[src/rtl/multi_edge_detector.sv]
// Per-channel synchronizer, stability-count glitch filter and mode-qualified edge detector
// with sticky write-1-to-clear status flags and a registered interrupt summary.
module multi_edge_detector #(
  parameter int unsigned WIDTH       = 8,
  parameter int unsigned SYNC_STAGES = 2,
  parameter int unsigned FILT_CYCLES = 4
) (
  input  logic                 clk,
  input  logic                 reset_n,
  input  logic [WIDTH-1:0]     level_in,
  input  logic [2*WIDTH-1:0]   mode,
  input  logic [WIDTH-1:0]     irq_en,
  input  logic [WIDTH-1:0]     clr,
  output logic [WIDTH-1:0]     filt_level,
  output logic [WIDTH-1:0]     edge_pulse,
  output logic [WIDTH-1:0]     status,
  output logic                 irq
);

  localparam int unsigned CW = $clog2(FILT_CYCLES + 1);
  localparam logic [CW-1:0] CNT_LAST = CW'(FILT_CYCLES - 1);

  typedef enum logic [1:0] {
    MODE_OFF  = 2'b00,
    MODE_RISE = 2'b01,
    MODE_FALL = 2'b10,
    MODE_BOTH = 2'b11
  } mode_e;

  logic [WIDTH-1:0] sync_q [SYNC_STAGES];
  logic [WIDTH-1:0] sync_i;

  logic [CW-1:0]    cnt_q [WIDTH];
  logic [CW-1:0]    cnt_d [WIDTH];
  logic [WIDTH-1:0] filt_q,   filt_d;
  logic [WIDTH-1:0] pulse_q,  pulse_d;
  logic [WIDTH-1:0] status_q, status_d;
  logic             irq_q,    irq_d;
  mode_e            ch_mode;

  assign sync_i = sync_q[SYNC_STAGES-1];

  always_ff @(posedge clk or negedge reset_n) begin
    if (!reset_n) begin
      for (int unsigned s = 0; s < SYNC_STAGES; s++) sync_q[s] <= '0;
    end else begin
      sync_q[0] <= level_in;
      for (int unsigned s = 1; s < SYNC_STAGES; s++) sync_q[s] <= sync_q[s-1];
    end
  end

  // The counter runs only while the synchronized input disagrees with the filtered
  // level; mode is looked at only on the edge that commits the toggle.
  always_comb begin
    filt_d  = filt_q;
    pulse_d = '0;
    ch_mode = MODE_OFF;
    for (int unsigned i = 0; i < WIDTH; i++) begin
      cnt_d[i] = '0;
      if (sync_i[i] != filt_q[i]) begin
        if (cnt_q[i] == CNT_LAST) begin
          filt_d[i] = sync_i[i];
          ch_mode   = mode_e'(mode[2*i +: 2]);
          case (ch_mode)
            MODE_RISE: pulse_d[i] = sync_i[i];
            MODE_FALL: pulse_d[i] = ~sync_i[i];
            MODE_BOTH: pulse_d[i] = 1'b1;
            default:   pulse_d[i] = 1'b0;
          endcase
        end else begin
          cnt_d[i] = cnt_q[i] + CW'(1);
        end
      end
    end
    status_d = (status_q & ~clr) | pulse_q;
    irq_d    = |(status_q & irq_en);
  end

  always_ff @(posedge clk or negedge reset_n) begin
    if (!reset_n) begin
      for (int unsigned i = 0; i < WIDTH; i++) cnt_q[i] <= '0;
      filt_q   <= '0;
      pulse_q  <= '0;
      status_q <= '0;
      irq_q    <= 1'b0;
    end else begin
      for (int unsigned i = 0; i < WIDTH; i++) cnt_q[i] <= cnt_d[i];
      filt_q   <= filt_d;
      pulse_q  <= pulse_d;
      status_q <= status_d;
      irq_q    <= irq_d;
    end
  end

  assign filt_level = filt_q;
  assign edge_pulse = pulse_q;
  assign status     = status_q;
  assign irq        = irq_q;

endmodule

[config.mk]
export PLATFORM = sky130hd
export DESIGN_NAME = multi_edge_detector
export DESIGN_NICKNAME = d
export VERILOG_FILES = /design/src/rtl/multi_edge_detector.sv
export SDC_FILE = /design/constraint.sdc
export NUM_CORES = 1
export LEC_CHECK = 0
export BUFFER_PORTS_ARGS = -buffer_cell sky130_fd_sc_hd__buf_2
export CAP_MARGIN = 5
export CORE_MARGIN = 2
export CORE_UTILIZATION = 28
export CTS_BUF_LIST = sky130_fd_sc_hd__clkbuf_4
export DETAILED_ROUTE_END_ITERATION = 7
export GPL_TIMING_DRIVEN = 0
export SLEW_MARGIN = 40
export SYNTH_ARGS = -nofsm -noshare
export SYNTH_HDL_FRONTEND = slang
export SYNTH_SLANG_ARGS = --single-unit
[constraint.sdc]
create_clock -name clk -period 1.75 [get_ports clk]
set_input_delay 0.525 -clock clk [delete_from_list [all_inputs] [get_ports clk]]
set_output_delay 0.525 -clock clk [all_outputs]
set_load 0.05 [all_outputs]
* Word-level counts from Yosys, hierarchy flattened
Cells that the tools add are included.
Word-level totals: input bits 42, word-level logic and storage cells 130, bits in registers 65, memories 0, latch bits 0, bits in writable memories 0, bits in read-only memories 0, output and inout port bits 25
Operators by class: $mul 0, div/mod/pow operators 0, add/subtract/negate cells 8, reductions and logical operators 9, $lt $le $gt $ge 0, mux-type cells 40, bitwise gates (word level) 12, equal/unequal tests 40, shift-type cells 0
Operators with widths (count):
- 3-bit 2-to-1 mux | 16
- 2-bit == test (second input constant) | 16
- 3-bit by 1-bit adder with 3-bit output (second input constant) | 8
- 3-bit by 2-bit == test with 1-bit output (second input constant) | 8
- 1-bit case mux with 3 select lines | 8
- 8-bit AND | 2
- 2-bit by 1-bit == test with 1-bit output (second input constant) | 8
- 1-bit 2-to-1 mux | 16
- 2-bit AND reduction | 8
- 1-bit != test | 8
- 1-bit NOT | 8
- 8-bit NOT | 1
- 8-bit bitwise OR | 1
- 8-bit OR reduction | 1

* Depth between registers and ports, before layout
depth in word-level cells 4, depth in mapped cells 3, gate-level depth less buffers 3

* Least setup slack after synthesis
Ideal clock, no wire load.
path kind register -> output, start register filt_q[0] (netlist: filt_level[0]), end output port filt_level[0], path buffers 0, cell stages (with the launch flop) 1, arrival 0.648 ns, setup slack 0.577 ns, cells stage by stage dfrtp_1
RTL lines:
- start: declaration | line 35 | logic [WIDTH-1:0] filt_q, filt_d;
- start signal: assignment | line 88 | filt_q <= filt_d;
- end: declaration | line 14 | output logic [WIDTH-1:0] filt_level,
No word-level cell between the ends.

* Worst setup path after layout
start register filt_q[5] (netlist: filt_level[5]), end output port filt_level[5]
No word-level cell between the ends.

==> results by group <==
Outcome
  – Status: complete, no violations

Clocking
  – CTS tree: built
  – CTS resizes: 0
  – Number of CTS-inserted buffers: 9
  – Clock root buffer: clkbuf_4
  – Clock transition at the registers of the reported paths: 0.10 ns
  – Sink Count: 65
  – # hold bufs at CTS: 0
  – Maximum root-to-sink buffer count: 2
  – Clk_lat worst skew: 0.39 ns
  – H-tree depth: 3
  – Post-CTS setup buffers: 0

Setup path
  – CP max FO: 5
  – Critical path type: reg2out
  – WP data arrival: 1.10 ns
  – Crit path buf inv count: 1
  – Slowest cell on crit path: dfrtp_1
  – Crit path largest cell delay: 0.43 ns
  – CP required: 1.22 ns
  – CP Cell Sequence: buf_2
  – Largest delay contributor family on the critical path: flip-flops
  – Worst setup EP type: output pin
  – Startpoint Class: flop

Detailed routing
  – Iteration-0 DRC Markers: 40
  – Via Count: 1517
  – Highest Signal Layer: met4
  – Routed wl met3: 299 um
  – Post-Route WL: 4.01 mm
  – Post-DRT Antenna Nets: 0
  – Drt pass-1 iters: 4
  – Wire length per cell: 11.3 um
  – Met2 WL: 1.83 mm
  – DR vias/cell: 4.27
  – Met1 WL: 1.82 mm
  – Residual DRC: 0

Yosys
  – Synth warn: 0
  – Mapped Area: 0.00246 mm2
  – Syn avg cell area: 14.8 um2
  – #FFs+latches synth: 65
  – Count of cell types in the netlist: 14
  – Syn_nets: 216
  – Synthesized instance count: 166
  – Post-synthesis sequential area ratio: 66.2%

Place
  – Port-buffer cells: 66
  – Placed Area: 0.00295 mm2
  – Detailed placement HPWL: 3.00 mm
  – Post-Place Cells: 341
  – Final GP Congestion: 0.682

Cells and area
  – Ant diodes: 0
  – Post-Layout Cell Count: 355
  – Final net count: 294
  – Area Overhead vs Synth: 23.8%
  – Fillcell total: 872
  – Post-route design area: 0.00304 mm2
  – Share of layout cells above drive strength 1: 39.3%

Pwr
  – PwrDens: 1370 mW/mm2
  – Peak VDD IR: 0.725 mV
  – Leakage power: 1.55 nW

STA
  – Worst-margin pin slew: 0.395 ns
  – Fmax: 615 MHz
  – Fin Setup TNS: 0 ns
  – Tcrit/Tclk final: 92.9%
  – Max Clock Skew: 0.0133 ns
  – Final count of hold timing violations: 0
  – Count of final max-slew check failures: 0
  – RSZ-0062 raised after global routing: no
  – Final min period: 1.63 ns
  – Setup violations, final: 0
  – Slew HR: 73.7%

Min path
  – Hold crit path type: in2async

GRT
  – Vias in the first global route: 1532
  – Total Routing Usage GR: 9.32%
  – Antenna violations before repair: 0
  – First-pass GRT wire length: 6.96 mm
  – Largest net degree at the start of global routing: 37
  – Grt total ovfl: 0

Floorplanning
  – Die Y: 97.7 um
  – CORE AREA: 0.00864 mm2
  – Die X: 97.7 um
  – Ports: 67
  – Die area: 0.00955 mm2
  – # rows: 34
  – Initial Utilization: 28.5%

Flow run
  – Max Cap Violations: 0
-- placed cells by master, fill, tap and decap left out, drive strengths merged, types with 10 or more instances in the layout --
master  Yosys  final
buf         0     67
dfrtp      65     65
nand3b     16     16
nor3b      12     12
nor2b      12     12
clkbuf      0     10
-- sequential cells by signal (all words and copies together), names as in the netlist --
signal and count:
cnt_q 24, edge_pulse 8, filt_level 8, status 8
sync_i 8, sync_q 8, irq 1
-- through the flow --
step	util, %	worst slack [ns]	hold WS [ns]	power [mW]
2_1_floorplan	-	0.577	0.229	3.09
3_3_place_gp	33.9	-0.130	0.332	3.40
3_5_place_dp	34.1	0.478	0.342	3.46
4_1_cts	35.3	0.0715	0.0302	4.27
5_1_grt	35.3	0.0366	0.0344	4.48
6_report	35.3	0.125	0.0543	4.17
-- report_power, final --
part	switching, mW	internal (mW)
registers	0.217	1.80
logic	0.832	0.543
clock network	0.487	0.286
total	1.54	2.63
-- synth_stat cells, drive strengths merged --
cell type  count  share of area (%)
dfrtp         65                 66
nand3b        16                4.9
nor2b         12                5.5
nor3b         12                3.7
a21boi         8                2.4
a21o           8                2.4
ha             8                4.1
inv            8                1.2
mux2           8                3.7
nor3           8                1.6
xnor2          8                2.8
a22oi          4                1.2
nand4          1               0.25
-- cell families (layout without fill, tap and decap cells) --
| logic type | after synthesis | after routing | synth area share (%) |
|---|---|---|---|
| adders and majority gates | 8 | 8 | 4.07 |
| buffers and inverters | 8 | 89 | 1.22 |
| and+or+nand+nor | 49 | 49 | 15.9 |
| muxes | 8 | 8 | 3.66 |
| xor gates and xnor gates | 8 | 8 | 2.85 |
| DFF | 65 | 65 | 66.2 |
| AOI/OAI and AO/OA | 20 | 20 | 6.11 |
-- path summary, 6_finish.rpt --
kind,slack (ns),endpoint,depth (start not counted),start
worst min register to register,0.35,sync_i[2],0,sync_q[10]
max in group asynchronous,1.18,sync_q[10],2,reset_n
worst max-delay path,0.12,filt_level[5],1,filt_level[5]
min in group clk,0.24,sync_q[9],1,level_in[1]
worst max register to register,0.56,edge_pulse[7],3,cnt_q[0]
worst min-delay path,0.05,sync_q[8],1,reset_n
-- layer usage --
metal | vias up | track usage (%)
li1 | 733 | -
met1 | 723 | 11.2
met2 | 53 | 14.4
met3 | 8 | 4.10
met4 | 0 | 4.49
met5 | - | 0
-- final cells by class --
type / count / area (um2) / share of cell area, %
clock inverters: 4 / 22.5 / 0.740
flip-flops and latches: 65 / 1630 / 53.4
inverters: 8 / 30.0 / 0.986
multi-input cells: 93 / 802 / 26.3
repair buffers: 67 / 353 / 11.6
well taps: 108 / 135 / 4.44
clock buffers: 10 / 75.1 / 2.47
-- worst register-to-register path: stages (launching register included) --
cell	delay, ns
dfrtp_1	0.37
ha_1	0.18
nor2b_4	0.18
a21boi_0	0.34
No activity file was read; power rests on OpenSTA's default activity.
